`src/rtl/serie_paralelo_pkg.sv`:
```
// Shared types and constants for the serial-to-parallel comma aligner.
package serie_paralelo_pkg;

  typedef enum logic [1:0] {
    HUNT   = 2'd0,
    CHECK  = 2'd1,
    LOCKED = 2'd2
  } state_t;

  localparam logic [7:0] DEF_COM_SYM = 8'hBC;
  localparam logic [7:0] DEF_IDL_SYM = 8'h7C;

  // Width needed to hold values 0..n-1, never less than one bit.
  function automatic int clog2w(input int n);
    return (n < 2) ? 1 : $clog2(n);
  endfunction

endpackage

```
`src/rtl/serie_paralelo_lock_fsm.sv`:
```
// Comma lock tracker: hunts for COM, confirms LOCK_COUNT aligned COMs,
// and drops lock after MAX_GAP consecutive non-COM symbols.
module serie_paralelo_lock_fsm
  import serie_paralelo_pkg::*;
#(
  parameter int LOCK_COUNT = 4,
  parameter int MAX_GAP    = 64
) (
  input  logic   clk32f,
  input  logic   reset,
  input  logic   boundary,
  input  logic   is_com,
  output state_t state,
  output state_t state_nxt,
  output logic   force_unlock
);

  localparam int CW = clog2w(LOCK_COUNT + 1);
  localparam int GW = clog2w(MAX_GAP + 1);
  localparam logic [CW-1:0] LOCK_C = CW'(LOCK_COUNT);
  localparam logic [GW-1:0] GAP_C  = GW'(MAX_GAP);

  logic [CW-1:0] com_cnt, com_nxt;
  logic [GW-1:0] gap_cnt, gap_nxt;

  always_ff @(posedge clk32f or negedge reset) begin
    if (!reset) begin
      state   <= HUNT;
      com_cnt <= '0;
      gap_cnt <= '0;
    end else begin
      state   <= state_nxt;
      com_cnt <= com_nxt;
      gap_cnt <= gap_nxt;
    end
  end

  always_comb begin
    state_nxt    = state;
    com_nxt      = com_cnt;
    gap_nxt      = gap_cnt;
    force_unlock = 1'b0;
    case (state)
      HUNT: begin
        // Any bit offset is accepted; the COM found here is the first counted one.
        if (is_com) begin
          com_nxt = CW'(1);
          if (LOCK_COUNT == 1) begin
            state_nxt = LOCKED;
            gap_nxt   = '0;
          end else begin
            state_nxt = CHECK;
          end
        end
      end
      CHECK: begin
        if (boundary) begin
          if (is_com) begin
            com_nxt = com_cnt + CW'(1);
            if (com_nxt == LOCK_C) begin
              state_nxt = LOCKED;
              gap_nxt   = '0;
            end
          end else begin
            state_nxt = HUNT;
            com_nxt   = '0;
          end
        end
      end
      LOCKED: begin
        if (boundary) begin
          if (is_com) begin
            gap_nxt = '0;
          end else begin
            gap_nxt = gap_cnt + GW'(1);
            if (gap_nxt == GAP_C) begin
              state_nxt    = HUNT;
              com_nxt      = '0;
              force_unlock = 1'b1;
            end
          end
        end
      end
      default: state_nxt = HUNT;
    endcase
  end

endmodule

```
`src/rtl/serie_paralelo_sync.sv`:
```
// Single-clock serial-to-parallel converter with comma alignment, lock
// tracking and a self-generated symbol strobe.
module serie_paralelo_sync
  import serie_paralelo_pkg::*;
#(
  parameter int               WIDTH      = 8,
  parameter logic [WIDTH-1:0] COM_SYM    = WIDTH'(DEF_COM_SYM),
  parameter logic [WIDTH-1:0] IDL_SYM    = WIDTH'(DEF_IDL_SYM),
  parameter int               LOCK_COUNT = 4,
  parameter int               MAX_GAP    = 64
) (
  input  logic             clk32f,
  input  logic             reset,
  input  logic             in,
  output logic [WIDTH-1:0] data_out,
  output logic             valido,
  output logic             idle,
  output logic             active,
  output logic             sym_stb
);

  localparam int PW = clog2w(WIDTH);
  localparam logic [PW-1:0] PH_LAST = PW'(WIDTH - 1);

  logic [WIDTH-1:0] sr;
  logic [PW-1:0]    phase;
  state_t           state, state_nxt;
  logic             force_unlock;
  logic             is_com, is_idl, boundary, upd;

  assign is_com   = (sr == COM_SYM);
  assign is_idl   = (sr == IDL_SYM);
  assign boundary = (phase == '0) || (state == HUNT && is_com);
  // The COM that completes the lock is itself presented, so active and the
  // first strobe rise together.
  assign upd      = boundary && (state == LOCKED || state_nxt == LOCKED);

  serie_paralelo_lock_fsm #(
    .LOCK_COUNT(LOCK_COUNT),
    .MAX_GAP   (MAX_GAP)
  ) u_fsm (
    .clk32f      (clk32f),
    .reset       (reset),
    .boundary    (boundary),
    .is_com      (is_com),
    .state       (state),
    .state_nxt   (state_nxt),
    .force_unlock(force_unlock)
  );

  always_ff @(posedge clk32f or negedge reset) begin
    if (!reset) begin
      sr       <= '0;
      phase    <= '0;
      data_out <= '0;
      valido   <= 1'b0;
      idle     <= 1'b0;
      active   <= 1'b0;
      sym_stb  <= 1'b0;
    end else begin
      sr <= {sr[WIDTH-2:0], in};
      if (state == HUNT && is_com)
        phase <= PW'(1);
      else if (phase == PH_LAST)
        phase <= '0;
      else
        phase <= phase + PW'(1);
      active  <= (state_nxt == LOCKED);
      sym_stb <= upd;
      if (upd) begin
        data_out <= sr;
        idle     <= is_idl && !force_unlock;
        valido   <= !is_com && !is_idl && !force_unlock;
      end else if (state_nxt != LOCKED) begin
        idle   <= 1'b0;
        valido <= 1'b0;
      end
    end
  end

endmodule

```
`config.mk`:
```
export PLATFORM = sky130hd
export DESIGN_NAME = serie_paralelo_sync
export DESIGN_NICKNAME = d
export VERILOG_FILES = /design/src/rtl/serie_paralelo_pkg.sv /design/src/rtl/serie_paralelo_lock_fsm.sv /design/src/rtl/serie_paralelo_sync.sv
export SDC_FILE = /design/constraint.sdc
export NUM_CORES = 1
export LEC_CHECK = 0
export CAP_MARGIN = 0
export CORE_MARGIN = 8
export CORE_UTILIZATION = 55
export CTS_BUF_LIST = sky130_fd_sc_hd__clkbuf_2 sky130_fd_sc_hd__clkbuf_4 sky130_fd_sc_hd__clkbuf_8
export DETAILED_ROUTE_END_ITERATION = 6
export GPL_TIMING_DRIVEN = 0
export PLACE_DENSITY = 0.74
export SETUP_SLACK_MARGIN = 0.05
export SYNTH_ARGS = -nofsm -noshare
export SYNTH_HDL_FRONTEND = slang
export SYNTH_SLANG_ARGS = --single-unit
```
`constraint.sdc`:
```
create_clock -name clk32f -period 5.55 [get_ports clk32f]
set_input_delay 1.665 -clock clk32f [delete_from_list [all_inputs] [get_ports clk32f]]
set_output_delay 1.665 -clock clk32f [all_outputs]
set_load 0.005 [all_outputs]
```
Word-level counts from Yosys, hierarchy flattened
Cells that the tools add are included.
- add/sub/neg operators: 3
- eq/ne operators: 16
- mux-type cells: 30
- reductions and logical operators: 17
- operators by type and width (cell ; number):
    $mux W7 ; 5
    $mux W3 ; 8
    $mux W2 ; 7
    $pmux W7 S2 ; 1
    $ne A2 B2 Y1 const B ; 6
    $pmux W3 S3 ; 1
    $eq A8 B7 Y1 const B ; 1
    $eq A8 B8 Y1 const B ; 1
    $add A7 B1 Y7 const B ; 1
    $eq A7 B7 Y1 const B ; 1
    $mux W1 ; 7
    $add A3 B1 Y3 const B ; 2
    $eq A3 B3 Y1 const B ; 2
    $pmux W2 S3 ; 1
    $reduce_and A6 Y1 ; 1
    $logic_and A1 B1 Y1 ; 5
    $reduce_and A5 Y1 ; 1
    $eq A2 B2 Y1 const B ; 2
    $ne A2 B1 Y1 const B ; 2
    $reduce_bool A2 Y1 ; 2
    $logic_not A1 Y1 ; 3
    $logic_not A3 Y1 ; 1
    $reduce_bool A3 Y1 ; 1
    $eq A2 B1 Y1 const B ; 1
    2 further kinds ; 3
- register bits: 35
- bits of input ports: 3
- output and inout bits: 12
- logic and storage cells: 76

Depth between registers and ports, before layout
Gate-level depths: netlist of the first run.
- depth in word-level cells: 10
- depth in mapped cells: 8
- mapped depth without buffers: 8

Hierarchy
Synthesis of the first run repeated with hierarchy kept, for this count alone.
- cell total of the unflattened synthesis: 155
- area total of the unflattened synthesis: 1818.0 µm²
- by module, submodules not included (module ; times used ; cells each ; area each (µm²) ; seq. area each (µm²)):
    serie_paralelo_sync ; 1 ; 64 ; 945.9 ; 575.6
    serie_paralelo_lock_fsm ; 1 ; 91 ; 872.1 ; 300.3

Least setup slack after synthesis of the first run
Ideal clock, no wire load.
- path kind: reg2reg
- start point: reg sr[6]
- end point: reg data_out[0]
- library setup time: 125 ps
- data arrival time: 2316 ps
- data required time: 5425 ps
- setup slack: 3110 ps
- cell stages (with the launch flop): 6
- buffers on the path: 0
- clock period less this slack: 2440 ps
- cell sequence: dfrtp_1 -> or4b_2 -> o21ai_1 -> a221oi_2 -> o41ai_4 -> mux2_2
- cells in the longest elaborated chain, start to end: 8
- elaborated cells between the ends (all ways): 12
- those cells by class: 2 x eq/ne; 6 x mux; 4 x reduce/logical
- RTL lines (item ; line ; RTL):
    start: declaration ; serie_paralelo_sync.sv:25 ; logic [WIDTH-1:0] sr;
    start signal: assignment ; serie_paralelo_sync.sv:61 ; sr <= {sr[WIDTH-2:0], in};
    $eq A8 B8 Y1 * ; serie_paralelo_sync.sv:31 ; assign is_com = (sr == COM_SYM);
    $logic_and A1 B1 Y1 ; serie_paralelo_sync.sv:33 ; assign boundary = (phase == '0) || (state == HUNT && is_com);
    $logic_or A1 B1 Y1 ; serie_paralelo_sync.sv:33 ;
    $mux W2 (on tied branches) ; serie_paralelo_lock_fsm.sv:71, serie_paralelo_lock_fsm.sv:57 ;
    $pmux W2 S3 ; serie_paralelo_lock_fsm.sv:43 ; case (state)
    $eq A2 B2 Y1 ; serie_paralelo_sync.sv:36 ; assign upd = boundary && (state == LOCKED || state_nxt == LOCKED);
    $logic_or A1 B1 Y1 ; serie_paralelo_sync.sv:36 ;
    $logic_and A1 B1 Y1 * ; serie_paralelo_sync.sv:36 ;
    via upd ; serie_paralelo_sync.sv:29 ; logic is_com, is_idl, boundary, upd;
    end signal: assignment ; serie_paralelo_sync.sv:71 ; data_out <= sr;
    end: declaration ; serie_paralelo_sync.sv:15 ; output logic [WIDTH-1:0] data_out,
Mark *: on every way through the listed nets, which the timed path passes. The rest lies on a longest branch.
A chain may end at the register's enable or synchronous reset.

Worst setup path after layout of the first run
- start point: reg data_out[2]
- end point: out data_out[2]
No word-level cell between the ends.

==> results of run 1 <==
-- state kept, by name (all words and copies together) (netlist names) --
signal,count
phase,3
valido,1
sr,8
u_fsm.state,2
active,1
u_fsm.gap_cnt,7
u_fsm.com_cnt,3
idle,1
sym_stb,1
data_out,8
-- layer usage --
layer | up-vias | global-route usage [%]
met1 | 637 | 15.4
li1 | 621 | -
met3 | 4 | 5.65
met5 | - | 0
met4 | 0 | 5.90
met2 | 25 | 24.6
-- metrics by stage --
stage,hold slack (ps),util [%]
2_1_floorplan,381,-
3_3_place_gp,401,64.0
3_5_place_dp,407,63.8
4_1_cts,431,65.7
5_1_grt,443,65.7
6_report,425,65.7
-- area by class of cell --
class                   count  area share [%]
multi-input cells         110            41.4
clock buffers               6            2.26
inverters                  10            1.89
plain buffers               1           0.189
flip-flops and latches     35            44.0
clock inverters             2           0.629
repair buffers             14            6.79
well taps                  44            2.77
-- power groups by stage --
stage	Clock (µW)	Combinational, µW	Sequential, µW
finish	141	71.0	286
global route	153	86.4	289
CTS	144	71.9	287
detailed placement	0	71.5	291
global placement	0	64.8	290
floorplan	0	51.4	288
-- worst max-delay path by stage --
stage,startpoint,to,slack (ps)
after floorplan,sr[6]$_DFF_PN0_,data_out[0]$_DFFE_PN0P_,3110
after global placement,reset,data_out[5]$_DFFE_PN0P_,2170
after detailed placement,sr[6]$_DFF_PN0_,data_out[3]$_DFFE_PN0P_,2770
after CTS,data_out[2]$_DFFE_PN0P_,data_out[2],2610
after global routing,data_out[2]$_DFFE_PN0P_,data_out[2],2580
final,data_out[2]$_DFFE_PN0P_,data_out[2],2630
-- worst reg2reg max path, stage by stage (launching register included) --
cell	delay, ps
dfrtp_1	470
nor4b_2	420
nand2_1	200
nor4_1	330
o21bai_1	180
o41ai_4	680
mux2_2	410
-- synthesized netlist by cell type, types with 2 or more instances --
library cell / count
dfrtp_1: 35
nand2_1: 13
o21ai_0: 12
ha_1: 10
inv_1: 10
mux2_2: 10
nor2_1: 7
a21oi_1: 5
nand3_1: 5
nor4_1: 4
nand4_1: 3
a22oi_1: 2
and3_1: 2
nor2b_1: 2
o211ai_1: 2
o22ai_1: 2
xnor2_1: 2
xor2_1: 2
-- kinds of logic (layout without fill, tap and decap cells) --
logic type	after synthesis	count (layout)	share of synthesized area, %
flip-flops	35	35	50.3
AND/OR/NAND/NOR	49	49	16.0
XOR/XNOR	4	4	2.01
buffers and inverters	11	33	2.37
multiplexers	10	10	6.47
AO/OA/AOI/OAI	37	37	15.7
adder cells (fa/ha/maj)	10	10	7.18
-- layout by cell type, fill, tap and decap left out, types with 2 or more instances in the layout --
master	n
o211ai_1	2
xnor2_1	2
inv_1	10
nand3_1	5
o22ai_1	2
clkbuf_4	6
dfrtp_1	35
nand4_1	3
and3_1	2
xor2_1	2
ha_1	10
nor2b_1	2
clkdlybuf4s50_1	13
nand2_1	13
o21ai_0	12
nor2_1	7
nor4_1	4
mux2_2	10
a21oi_1	5
a22oi_1	2
==> metrics.md, run 1 <==
| Metric | Value |
|---|---|
| DR iter-0 viols | `66` |
| Final wirelength | `3390 µm` |
| Clk buf depth | `2` |
| Nets | `190` |
| RR Endpoint | `data_out[3]$_DFFE_PN0P_` |
| Hpwl dp | `2470 µm` |
| Die Footprint | `0.00522 mm²` |
| Routed vias/inst | `5.80` |
| Final setup viols | `0` |
| Grt ovf | `0` |
| Core Footprint | `0.00303 mm²` |
| Initial cell density of the core | `57.5%` |
| Worst reg2reg path startpoint | `sr[6]$_DFF_PN0_` |
| Crit-path slowest cell | `clkdlybuf4s50_1` |
| Fillers | `242` |
| Part of the power in registers | `57.5%` |
| Setup WS pre-CTS | `2770 ps` |
| Post-synth top area cell | `dfrtp_1` |
| Period Utilization, post-route | `52.5%` |
| Logic gate share of total power | `14.3%` |
| WP buf/inv | `1` |
| Fraction of layout cells with a size suffix above 1 | `15.2%` |
| Area of the multi-input gates | `825 µm²` |
| Slew Viols, Final | `0` |
| Placed cell count | `214` |
| Non-filler cells, final | `222` |
| Final GP Congestion | `0.865` |
| Max Fclk | `343 MHz` |
| Initial antenna violation count | `0` |
| DRC viols | `0` |
| Top_reg_cell synth | `dfrtp_1` |
| IO Count | `15` |
| Setup bufs post-CTS | `0` |
| Global-route wire length before repair | `5860 µm` |
| Least-Margin Pin Slew | `741 ps` |
| Avg Inst Size Synth | `11.2 µm²` |
| Status | `finished clean` |
| Crit path capture type | `primary output` |
| #FFs+latches synth | `35` |
| WHS Endpoint | `sr[3]$_DFF_PN0_` |
| Synth top area share | `50.3%` |
| Int Power | `357 µW` |
| Drt pass-1 iters | `4` |
| Fin crit period | `2920 ps` |
| Final instance area | `0.00199 mm²` |
| Met3 WL | `148 µm` |
| Clock-pin slew on the worst setup and hold paths | `110 ps` |
| Yosys cell types | `46` |
| Vias in the first global route | `1329` |
| Hold buffers post-CTS | `0` |
| Ant. Diodes | `0` |
| Synth Net Count | `169` |
| Final TNS setup | `0 ps` |
| Row count | `20` |
| CP Cell Sequence | `clkdlybuf4s50_1` |
| Worst path depth | `1` |
| Mapped Cells | `156` |
| Worst Hold Path Cells | `0` |
| Fin worst setup slack | `2630 ps` |
| Async set or reset register ratio after synthesis | `100%` |
| Top layer reached by signal wires | `met4` |
| CTS sink cnt | `35` |
| Largest net degree at the start of global routing | `36` |
| Post-synth EDFFs | `0` |
| Chip Width | `72.3 µm` |
| Worst R2R Path Depth | `6` |
| Worst-Skew Late Latency | `340 ps` |
| Area contributors post-synth | `dfrtp_1 (50%), ha_1 (7.2%), mux2_2 (6.5%), o21ai_0 (3.4%), nand2_1 (2.8%)` |
| Hold Crit Start | `sr[2]$_DFF_PN0_` |
| Post-synthesis sequential area ratio | `50.3%` |
| CP peak stage delay | `540 ps` |
| Die height | `72.3 µm` |
| WL per Instance | `15.3 µm` |
| Critical Path Source Type | `register` |
| Crit path kind | `reg2out` |
| Register area | `876 µm²` |
| Final hold vios | `0` |
| Slew margin rel. | `50.6%` |
| WL met1 | `1460 µm` |
| Synth warn | `0` |
| Root buf cell | `clkbuf_4` |
| Power consumption | `498 µW` |
| Max_cap viols | `0` |
| Clock Power Share | `28.3%` |
| H-tree Lvls | `2` |
| Family with the most delay on the worst path | `buffers and inverters` |
| R2R Setup Slk | `2750 ps` |
| Worst IR Drop VDD | `0.171 mV` |
| Mapped Area | `0.00174 mm²` |
| PostCTS Resize Cnt | `0` |
| CTS tree | `yes` |
| Input/output buffers | `14` |
| Worst-path maximum fanout | `2` |
| Area after DPL | `0.00193 mm²` |
| Antenna viol nets, final | `0` |
| Worst Path Arrival | `1250 ps` |
| Layout Skew | `7.82 ps` |
| Total GRT Usage | `14.4%` |
| Via count | `1287` |
| P_sw | `141 µW` |
| Sw Ratio | `28.3%` |
| Layout area overhead | `14.2%` |
| Worst endpoint required time | `3880 ps` |
| Leakage | `0.000884 µW` |
| Cell Pwr Density | `250 mW/mm²` |
| RSZ-0062 raised after global routing | `false` |
| Inserted Clock Buffers | `5` |
| Worst Hold Class | `reg2reg` |
| DR WL met2 | `1750 µm` |
No activity file was read; power rests on OpenSTA's default activity.
==> run 2: changes to the inputs <==
==> constraint.sdc (replaced) <==
create_clock -name clk32f -period 3 [get_ports clk32f]
set_input_delay 0.9 -clock clk32f [delete_from_list [all_inputs] [get_ports clk32f]]
set_output_delay 0.9 -clock clk32f [all_outputs]
set_load 0.005 [all_outputs]
==> results of run 2 <==
The final DEF is identical to that of run 1. Status: finished clean.
Among the figures that moved: setup slack after placement 2770 ps -> 221 ps; setup slack after layout 2630 ps -> 205 ps; start point of the critical path data_out[2]$_DFFE_PN0P_ -> sr[6]$_DFF_PN0_; end point of the critical path data_out[2] -> data_out[3]$_DFFE_PN0P_; register-to-register setup slack 2750 ps -> 200 ps; total power 498 µW -> 922 µW; worst IR drop on VDD 0.171 mV -> 0.316 mV
==> run 3: changes to the inputs <==
--- a/config.mk
+++ b/config.mk
@@ -11,6 +11,7 @@
 export CTS_BUF_LIST = sky130_fd_sc_hd__clkbuf_2 sky130_fd_sc_hd__clkbuf_4 sky130_fd_sc_hd__clkbuf_8
 export DETAILED_ROUTE_END_ITERATION = 6
 export GPL_TIMING_DRIVEN = 0
+export MAX_ROUTING_LAYER = met4
 export PLACE_DENSITY = 0.74
 export SETUP_SLACK_MARGIN = 0.05
 export SYNTH_ARGS = -nofsm -noshare
==> run 3 against run 2 <==
Clock-buffer cell count did not move; global-route usage increased by 0.39 points; first-iteration DRC count grew 1.5%; setup slack gained 1.3 ps; non-clock buffer count stayed put; maximum frequency about the same; sequential cell count did not move; critical path type unchanged; hold slack is essentially flat; cell area stayed put; die area unchanged.
==> metrics.md, run 3 (synthesized netlist as in run 1, its figures left out) <==
| Metric | Value |
|---|---|
| Status | `finished clean` |
| Worst-Skew Late Latency | `340 ps` |
| Total GRT Usage | `14.8%` |
| Crit path kind | `reg2reg` |
| Crit path capture type | `register` |
| Period Utilization, post-route | `93.1%` |
| H-tree Lvls | `2` |
| Critical Path Source Type | `register` |
| WL met1 | `1490 µm` |
| Biggest registers after layout | `data_out: 8 flops, sr: 8 flops, u_fsm.gap_cnt: 7 flops` |
| Chip Width | `72.3 µm` |
| Worst reg2reg path startpoint | `sr[6]$_DFF_PN0_` |
| Met3 WL | `132 µm` |
| Ant. Diodes | `0` |
| Layout area overhead | `14.2%` |
| Fraction of layout cells with a size suffix above 1 | `15.2%` |
| Worst Hold Class | `reg2reg` |
| Max_cap viols | `0` |
| Final hold vios | `0` |
| Via count | `1286` |
| Worst Hold Path Cells | `0` |
| Leakage | `0.000884 µW` |
| Setup bufs post-CTS | `0` |
| Clk buf depth | `2` |
| Final TNS setup | `0 ps` |
| Initial cell density of the core | `57.5%` |
| Crit. Startpoint | `sr[6]$_DFF_PN0_` |
| Input/output buffers | `14` |
| Layout Skew | `7.21 ps` |
| Top layer reached by signal wires | `met4` |
| Fillers | `242` |
| Commonest non-fill, non-tap cells in the layout | `dfrtp_1 (35), nand2_1 (13), clkdlybuf4s50_1 (13), o21ai_0 (12)` |
| WL per Instance | `15.2 µm` |
| Vias in the first global route | `1328` |
| Fin util | `65.7%` |
| DR WL met2 | `1740 µm` |
| Root buf cell | `clkbuf_4` |
| Initial antenna violation count | `0` |
| PostCTS Resize Cnt | `0` |
| Worst setup endpoint | `data_out[3]$_DFFE_PN0P_` |
| Final GP Congestion | `0.879` |
| Power consumption | `922 µW` |
| Global-route wire length before repair | `5860 µm` |
| RR Endpoint | `data_out[3]$_DFFE_PN0P_` |
| Placed cell count | `214` |
| Inserted Clock Buffers | `5` |
| Final wirelength | `3390 µm` |
| Row count | `20` |
| Most common cell after layout, fill and taps aside | `dfrtp_1` |
| Hpwl dp | `2470 µm` |
| Hold Crit Start | `sr[2]$_DFF_PN0_` |
| Clock-pin slew on the worst setup and hold paths | `110 ps` |
| IO Count | `15` |
| Slew Viols, Final | `0` |
| Slew margin rel. | `50.7%` |
| Nets | `190` |
| Worst Path Arrival | `3030 ps` |
| Drt pass-1 iters | `4` |
| Hold buffers post-CTS | `0` |
| R2R Setup Slk | `210 ps` |
| Max Fclk | `358 MHz` |
| RSZ-0062 raised after global routing | `false` |
| DRC viols | `0` |
| Cell Pwr Density | `463 mW/mm²` |
| Fin worst setup slack | `206 ps` |
| Core Footprint | `0.00303 mm²` |
| CTS sink cnt | `35` |
| Fin crit period | `2790 ps` |
| Die Footprint | `0.00522 mm²` |
| Die height | `72.3 µm` |
| CTS tree | `yes` |
| DR iter-0 viols | `67` |
| Worst IR Drop VDD | `0.316 mV` |
| Setup WS pre-CTS | `221 ps` |
| Worst-path maximum fanout | `9` |
| Antenna viol nets, final | `0` |
| Grt ovf | `0` |
| Least-Margin Pin Slew | `739 ps` |
| Worst R2R Path Depth | `6` |
| Worst endpoint required time | `3230 ps` |
| Largest net degree at the start of global routing | `36` |
| Final setup viols | `0` |
| Routed vias/inst | `5.79` |
| Non-filler cells, final | `222` |
run 3: cell counts in the layout (fill, tap and decap cells not counted):
Identical to the previous run, type by type.
run 3: stage by stage:
stage / instance area (µm²) / hold WS [ps]
floorplan: 1740 / 381
global placement: 1940 / 401
detailed placement: 1930 / 407
CTS: 1990 / 431
global route: 1990 / 443
finish: 1990 / 426
run 3: final cells by class:
class                      instances  area [µm²]  share of cell area (%)
timing repair buffer              14         135                    6.79
buffer                             1        3.75                   0.189
sequential                        35         876                    44.0
tap                               44        55.1                    2.77
inverter                          10        37.5                    1.89
clock buffer                       6        45.0                    2.26
multi-input combinational        110         825                    41.4
clock inverter                     2        12.5                   0.629
run 3: worst min path at each step:
| stage | endpoint |
|---|---|
| global placement | sr[3]$_DFF_PN0_ |
| floorplan | sr[3]$_DFF_PN0_ |
| global route | sr[3]$_DFF_PN0_ |
| CTS | sr[3]$_DFF_PN0_ |
| detailed placement | sr[3]$_DFF_PN0_ |
| finish | sr[3]$_DFF_PN0_ |
run 3: layer usage:
layer  vias up  global-route usage (%)
li1        620                       -
met2        23                    24.6
met3         4                    5.37
met1       639                    15.5
met5         -                       -
met4         0                    5.90
run 3: where the power goes:
group	leakage (µW)	internal (µW)	switching, µW
combinational	0.000394	57.5	73.9
clock	0.0000317	99.4	161
sequential	0.000458	504	25.8
run 3: critical path, cell delays in order (launching register included):
cell and delay, ps:
dfrtp_1 470, nor4b_2 420, nand2_1 200, nor4_1 330, o21bai_1 170, o41ai_4 680, mux2_2 410
